===== src/rtl/dpcm_encoder.sv =====
// 4-bit differential PCM encoder: each accepted sample produces the wrap-around
// difference from the previously accepted sample. Accepts at most one sample every two clocks.
module dpcm_encoder #(
    parameter int DATA_W = 4
) (
    input  logic              clock,
    input  logic              reset,
    input  logic              in_valid,
    input  logic [DATA_W-1:0] data,
    output logic              in_ready,
    output logic [DATA_W-1:0] out,
    output logic [1:0]        dbg_state_o,
    output logic [DATA_W-1:0] dbg_pred_o
);

    // Handshake: a sample is consumed at a rising edge where in_valid and in_ready
    // are both high; upstream holds data stable until then. in_ready is a register,
    // so it never depends combinationally on in_valid or data.

    typedef enum logic [1:0] {
        IDLE   = 2'd0,
        ACCEPT = 2'd1,
        HOLD   = 2'd2
    } state_t;

    state_t            state_q, state_d;
    logic [DATA_W-1:0] pred_q, pred_d;
    logic [DATA_W-1:0] out_q, out_d;
    logic              ready_q, ready_d;
    logic              take;

    assign take = in_valid && ready_q;

    always_comb begin
        state_d = state_q;
        pred_d  = pred_q;
        out_d   = out_q;
        unique case (state_q)
            IDLE:   state_d = ACCEPT;
            ACCEPT: begin
                if (take) begin
                    out_d   = data - pred_q;
                    pred_d  = data;
                    state_d = HOLD;
                end
            end
            HOLD:   state_d = ACCEPT;
            default: state_d = IDLE;
        endcase
        // Ready is registered from the next state so it is true exactly in ACCEPT.
        ready_d = (state_d == ACCEPT);
    end

    always_ff @(posedge clock or negedge reset) begin
        if (!reset) begin
            state_q <= IDLE;
            pred_q  <= '0;
            out_q   <= '0;
            ready_q <= 1'b0;
        end else begin
            state_q <= state_d;
            pred_q  <= pred_d;
            out_q   <= out_d;
            ready_q <= ready_d;
        end
    end

    assign in_ready    = ready_q;
    assign out         = out_q;
    assign dbg_state_o = state_q;
    assign dbg_pred_o  = pred_q;

endmodule


===== config.mk =====
export PLATFORM = sky130hd
export DESIGN_NAME = dpcm_encoder
export DESIGN_NICKNAME = d
export VERILOG_FILES = /design/src/rtl/dpcm_encoder.sv
export SDC_FILE = /design/constraint.sdc
export NUM_CORES = 1
export LEC_CHECK = 0
export CORE_AREA = 2 2 39 41
export CTS_BUF_LIST = sky130_fd_sc_hd__clkbuf_4 sky130_fd_sc_hd__clkbuf_8
export CTS_CLUSTER_DIAMETER = 30
export DETAILED_ROUTE_END_ITERATION = 8
export DIE_AREA = 0 0 41 43
export GPL_TIMING_DRIVEN = 1
export PLACE_DENSITY = 0.71
export RECOVER_POWER = 50
export SLEW_MARGIN = 30
export SYNTH_ARGS = -nofsm -noshare
export SYNTH_HDL_FRONTEND = slang
export SYNTH_SLANG_ARGS = --single-unit

===== constraint.sdc =====
create_clock -name clock -period 1.5 [get_ports clock]
set_input_delay 0.3 -clock clock [delete_from_list [all_inputs] [get_ports clock]]
set_output_delay 0.3 -clock clock [all_outputs]
set_load 0.03 [all_outputs]

==> run metrics, run 1 <==
outcome=finished clean; Worst R2R Setup Slack=170 ps; Post-Syn Area=522 um2; maximum VDD drop=1.07 mV; Rel. slew slack=67.3%; CP delay by family, top=buffers and inverters; hold crit path type=input pin to register; vias post-DR=417; Die W=41 um; largest net degree at the start of global routing=12; Post-Synthesis Net Count=60; Min-Delay Path Depth=3; Die Y-Extent=between 40 and 50 um; Max Slew Vio Count=0; PwrDens=2200 mW/mm2; drt pass-1 iters=2; skew final=3.48 ps; Clock Pin Slew Worst Setup and Hold Paths=70 ps; Synth top area share=between 50 and 60%; RePlAce Congestion=about 0.8; Seq cells post-synth=11; Comb pwr share=55.7%; YS warnings=0; crit share post-route=92.1%; antenna violations before repair=0; CTS tree=built; Routed Antenna Nets=0; Final HPWL DP=757 um; Netlist cell types=16; Num CTS Buffers=3; Switching Fraction=45.0%; CTS Sinks=11; CP required=1200 ps; crit start category=register; minimum clock period=1380 ps; drt drc=0; NetSw=0.000744 W; filler cell count=135; core area=0.00138 mm2; Core Rows=14; syn_area_per_cell=around 11 um2; global-route wire length before repair=1680 um; post-synth top area cell=dfrtp_1; total gr overflow=0; Reg power frac=a little under a third; ANT cells=0; Crit Path Class=register to output port; Worst setup EP type=output port; post-DR wirelength/cell=between 10 and 15 um; sequential share of the synthesized area=52.8%; Crit path largest cell delay=420 ps; DR vias/cell=4.74; initial core utilization=37.7%; CTS max path bufs=2; # setup viols final=0; FF-to-FF Start=dbg_pred_o[0]$_DFFE_PN0P_; upper clock frequency limit=724 MHz; final-stage net count=84; clock share of power=13.0%; CP Data Arrival Time=~1100 ps; Starting DRT DRC Count=5; Int Pwr=a little over 0.0009 W; Min Hold Slack=between 300 and 400 ps; Synth area leaders=dfrtp_1, nand2_1, ha_1; I/O Pins=18; htree depth=1; Die Area=0.00176 mm2; Placement Cell Area=roughly 740 um2; vias in the first global route=392; Design Area, Final=751 um2; CP max-delay cell=dlygate4sd2_1; Total GRT Usage=between 10% and 20%; crit path from=in_ready$_DFF_PN0_; Slew @ Worst Pin=489 ps; clock latency on the worst-skew pair=260 ps; max capacitance violation total=0; CTS Root Cell=clkbuf_4; final hold vios=0; Pleak=0.385 nW; Crit path depth=1; Syn Inst Count=49; CP bufs+invs=1; Area Overhead vs Synth=43.9%; I/O Buffers=17; critical-path cell list=dlygate4sd2_1; # Post-CTS Setup Buffers=0; Core Util, Final=54.2%; routed wire length=951 um; Critical Path Fanout Max=3; RSZ-0062 raised after global routing=false; share of cells above drive strength 1=15.3%; R2R depth=5; Hold Crit Start=data[0]
==> final cells by class <==
cell class	count	area [um2]	share of cell area [%]
sequential	11	275	36.7
multi-input combinational	32	229	30.5
timing repair buffer	20	178	23.7
clock buffer	4	30.0	4.00
tap	16	20.0	2.67
inverter	5	18.8	2.50
==> power by group through the flow <==
stage          Sequential [W]  Clock [W]  Combinational, W
2_1_floorplan        0.000810          0          0.000321
3_3_place_gp         0.000524          0           0.00102
3_5_place_dp         0.000533          0           0.00103
4_1_cts              0.000522   0.000224          0.000935
5_1_grt              0.000539   0.000240           0.00102
6_report             0.000518   0.000215          0.000921
==> worst min-delay path: cells and delay by family <==
kind,cells,cell delay [ps]
buffers and inverters,2,190
AOI/OAI and AO/OA,1,80
==> per-layer routing <==
metal | vias to the layer above | global-route usage, % | share of wire [%]
met5 | - | 0 | 0
met4 | 0 | 6.00 | 0
met3 | 0 | 7.85 | 8.2
met2 | 14 | 21.3 | 50
met1 | 196 | 17.6 | 42
li1 | 207 | - | -
==> cell families after synthesis <==
group,count (synthesis),share of synthesized area (%)
buffers and inverters,6,5.75
AOI/OAI and AO/OA,8,8.87
xor gates and xnor gates,2,3.36
adders and majority gates,4,11.0
DFF,11,52.8
and+or+nand+nor,18,18.2
==> cells in the mapped netlist <==
library cell	count
nand2_1	14
dfrtp_1	11
o21ai_0	5
inv_1	4
ha_1	3
xnor2_1	2
a211o_1	1
a21o_1	1
a21oi_1	1
buf_6	1
clkinv_1	1
fa_1	1
nand3_1	1
nand3b_1	1
nand4_1	1
nand4b_4	1
==> stage by stage <==
stage	worst slack, ps	instances	total power, W	TNS, ps
2_1_floorplan	49.8	49	0.00113	0
3_3_place_gp	-202	84	0.00154	-480
3_5_place_dp	-215	84	0.00156	-553
4_1_cts	60.7	88	0.00168	0
5_1_grt	57.8	88	0.00180	0
6_report	118	88	0.00165	0
==> cells in the final DEF (no fill, tap or decap), types with 2 or more instances in the layout <==
cell / n
buf_4: 2
clkbuf_4: 4
clkdlybuf4s50_1: 3
dfrtp_1: 11
dlygate4sd2_1: 11
dlygate4sd3_1: 2
ha_1: 2
inv_1: 3
nand2_1: 14
o21ai_0: 4
==> flip-flops by register name, indices dropped and copies added, names as in the netlist <==
register     flops
in_ready         1
out              4
dbg_state_o      2
dbg_pred_o       4
==> worst paths after layout <==
check | end
worst max-delay path | in_ready
worst min-delay path | dbg_pred_o[0]$_DFFE_PN0P_
worst max register to register | out[2]$_DFFE_PN0P_
worst min register to register | out[1]$_DFFE_PN0P_
max in group asynchronous | in_ready$_DFF_PN0_
min in group asynchronous | out[3]$_DFFE_PN0P_
==> repair_timing <==
action / in CTS / in global routing
pin swaps: 0 / 3
setup endpoints to repair: 11 / 2
hold buffers: 0 / 0
gates resized for setup: 11 / 6
Power figures use the tool's default switching activity.
==> inputs of run 2 (changes only) <==
--- a/config.mk
+++ b/config.mk
@@ -10,7 +10,7 @@
 export CTS_CLUSTER_DIAMETER = 30
 export DETAILED_ROUTE_END_ITERATION = 8
 export DIE_AREA = 0 0 41 43
-export GPL_TIMING_DRIVEN = 1
+export GPL_TIMING_DRIVEN = 0
 export PLACE_DENSITY = 0.71
 export RECOVER_POWER = 50
 export SLEW_MARGIN = 30
==> run 2 against run 1 <==
  * Final area decreased by 2.5%
  * Global-route usage is 1.1 points lower
  * Largest power group unchanged
  * Clock skew increased by 1.4 ps
  * Clock power is essentially flat
  * Wire length up 3.4%
  * Sequential share of layout area grew 0.94 points
  * Power decreased by 1.9%
  * Worst hold slack gained 84 ps
==> run metrics, run 2 (synthesis results as in run 1) <==
drt pass-1 iters=3; post-DR wirelength/cell=11.4 um; vias in the first global route=401; max capacitance violation total=0; CP Data Arrival Time=about 1600 ps; crit share post-route=95.6%; DR vias/cell=4.80; Area Overhead vs Synth=40.3%; Clock Pin Slew Worst Setup and Hold Paths=70 ps; global-route wire length before repair=around 1600 um; I/O Pins=18; Die Y-Extent=43 um; hold crit path type=input pin to asynchronous set/reset pin; Setup TNS=0 ps; most frequent cells in the layout=nand2_1, dfrtp_1, dlygate4sd2_1; largest net degree at the start of global routing=12; Num CTS Buffers=3; ANT cells=0; RSZ-0062 raised after global routing=false; routed wire length=983 um; core area=0.00138 mm2; Final HPWL DP=778 um; Total GRT Usage=13.6%; CTS Sinks=11; minimum clock period=1430 ps; most common cell after layout, fill and taps aside=nand2_1; Tot Pwr=0.00162 W; Pleak=about 0.37 nW; CTS tree=built; hold_buf cts=0; vias post-DR=between 400 and 500; final non-filler cell total=86; number of instances in the placed design=82; Die W=roughly 41 um; final-stage net count=82; CTS Root Cell=clkbuf_4; upper clock frequency limit=between 600 and 700 MHz; final hold vios=0; Routed Antenna Nets=0; Max Slew Vio Count=0; Critical Path Fanout Max=2; Rel. slew slack=67.3%; RePlAce Congestion=0.777; filler cell count=128; I/O Buffers=17; total gr overflow=0; clock latency on the worst-skew pair=~260 ps; maximum VDD drop=0.903 mV; antenna violations before repair=0; crit start category=input pin; initial core utilization=a little under two fifths; pre-CTS WS=-257 ps; Die Area=0.00176 mm2; drt drc=0; # Post-CTS Setup Buffers=0; outcome=finished clean; Starting DRT DRC Count=5; Crit Path Class=input pin to register; PwrDens=2220 mW/mm2; htree depth=1; # setup viols final=0; PnR worst setup slack=about 66 ps; CTS max path bufs=2; CP required=between 1500 and 2000 ps; Worst setup EP type=register; Core Rows=14; Slew @ Worst Pin=489 ps; skew final=4.88 ps; share of cells above drive strength 1=14.3%
run 2: final timing paths:
check,cells after the start,end,slack [ps],startpoint
worst max-delay path,7,out[1]$_DFFE_PN0P_,70,data[0]
worst min-delay path,1,dbg_pred_o[1]$_DFFE_PN0P_,430,reset
worst max register to register,5,out[2]$_DFFE_PN0P_,210,dbg_pred_o[0]$_DFFE_PN0P_
worst min register to register,2,out[3]$_DFFE_PN0P_,480,out[3]$_DFFE_PN0P_
max in group asynchronous,1,out[0]$_DFFE_PN0P_,740,reset
min in group clock,2,out[3]$_DFFE_PN0P_,480,out[3]$_DFFE_PN0P_
run 2: per-stage QoR:
step / area, um2 / hold WS (ps) / utilization, %
after global placement: 712 / 465 / 51.4
after floorplan: 522 / 4.41 / -
after detailed placement: 712 / 475 / 51.4
after global routing: 732 / 494 / 52.9
final: 732 / 429 / 52.9
after CTS: 728 / 394 / 52.6
run 2: final cells by class:
cell class              instances  area, um2  share of cell area (%)
well taps                      16       20.0                    2.74
flip-flops and latches         11        275                    37.6
clock buffers                   4       30.0                    4.10
plain buffers                   1       11.3                    1.54
multi-input cells              32        220                    30.1
repair buffers                 17        156                    21.4
inverters                       5       18.8                    2.56
run 2: metal layers:
| metal | track usage, % | vias to the layer above | part of all wire, % |
|---|---|---|---|
| li1 | - | 202 | - |
| met5 | 0 | - | 0 |
| met1 | 17.0 | 196 | 44 |
| met4 | 8.00 | 0 | 1.0 |
| met2 | 20.3 | 13 | 49 |
| met3 | 3.14 | 2 | 6.2 |
run 2: what timing repair did:
action	CTS	global route
endpoints found under the setup margin	11	2
gates resized for setup	11	5
pin swaps	0	1
run 2: power by group:
part / internal, W / switching [W]
clock network: 0.000121 / 0.0000971
logic: 0.000328 / 0.000559
registers: 0.000436 / 0.0000825
total: 0.000885 / 0.000738
run 2: critical path, cell delays in order:
cell             delay, ps
clkdlybuf4s50_1        450
inv_1                   50
ha_2                   180
inv_2                   60
fa_2                   420
nand2_1                 70
nand2_1                 50
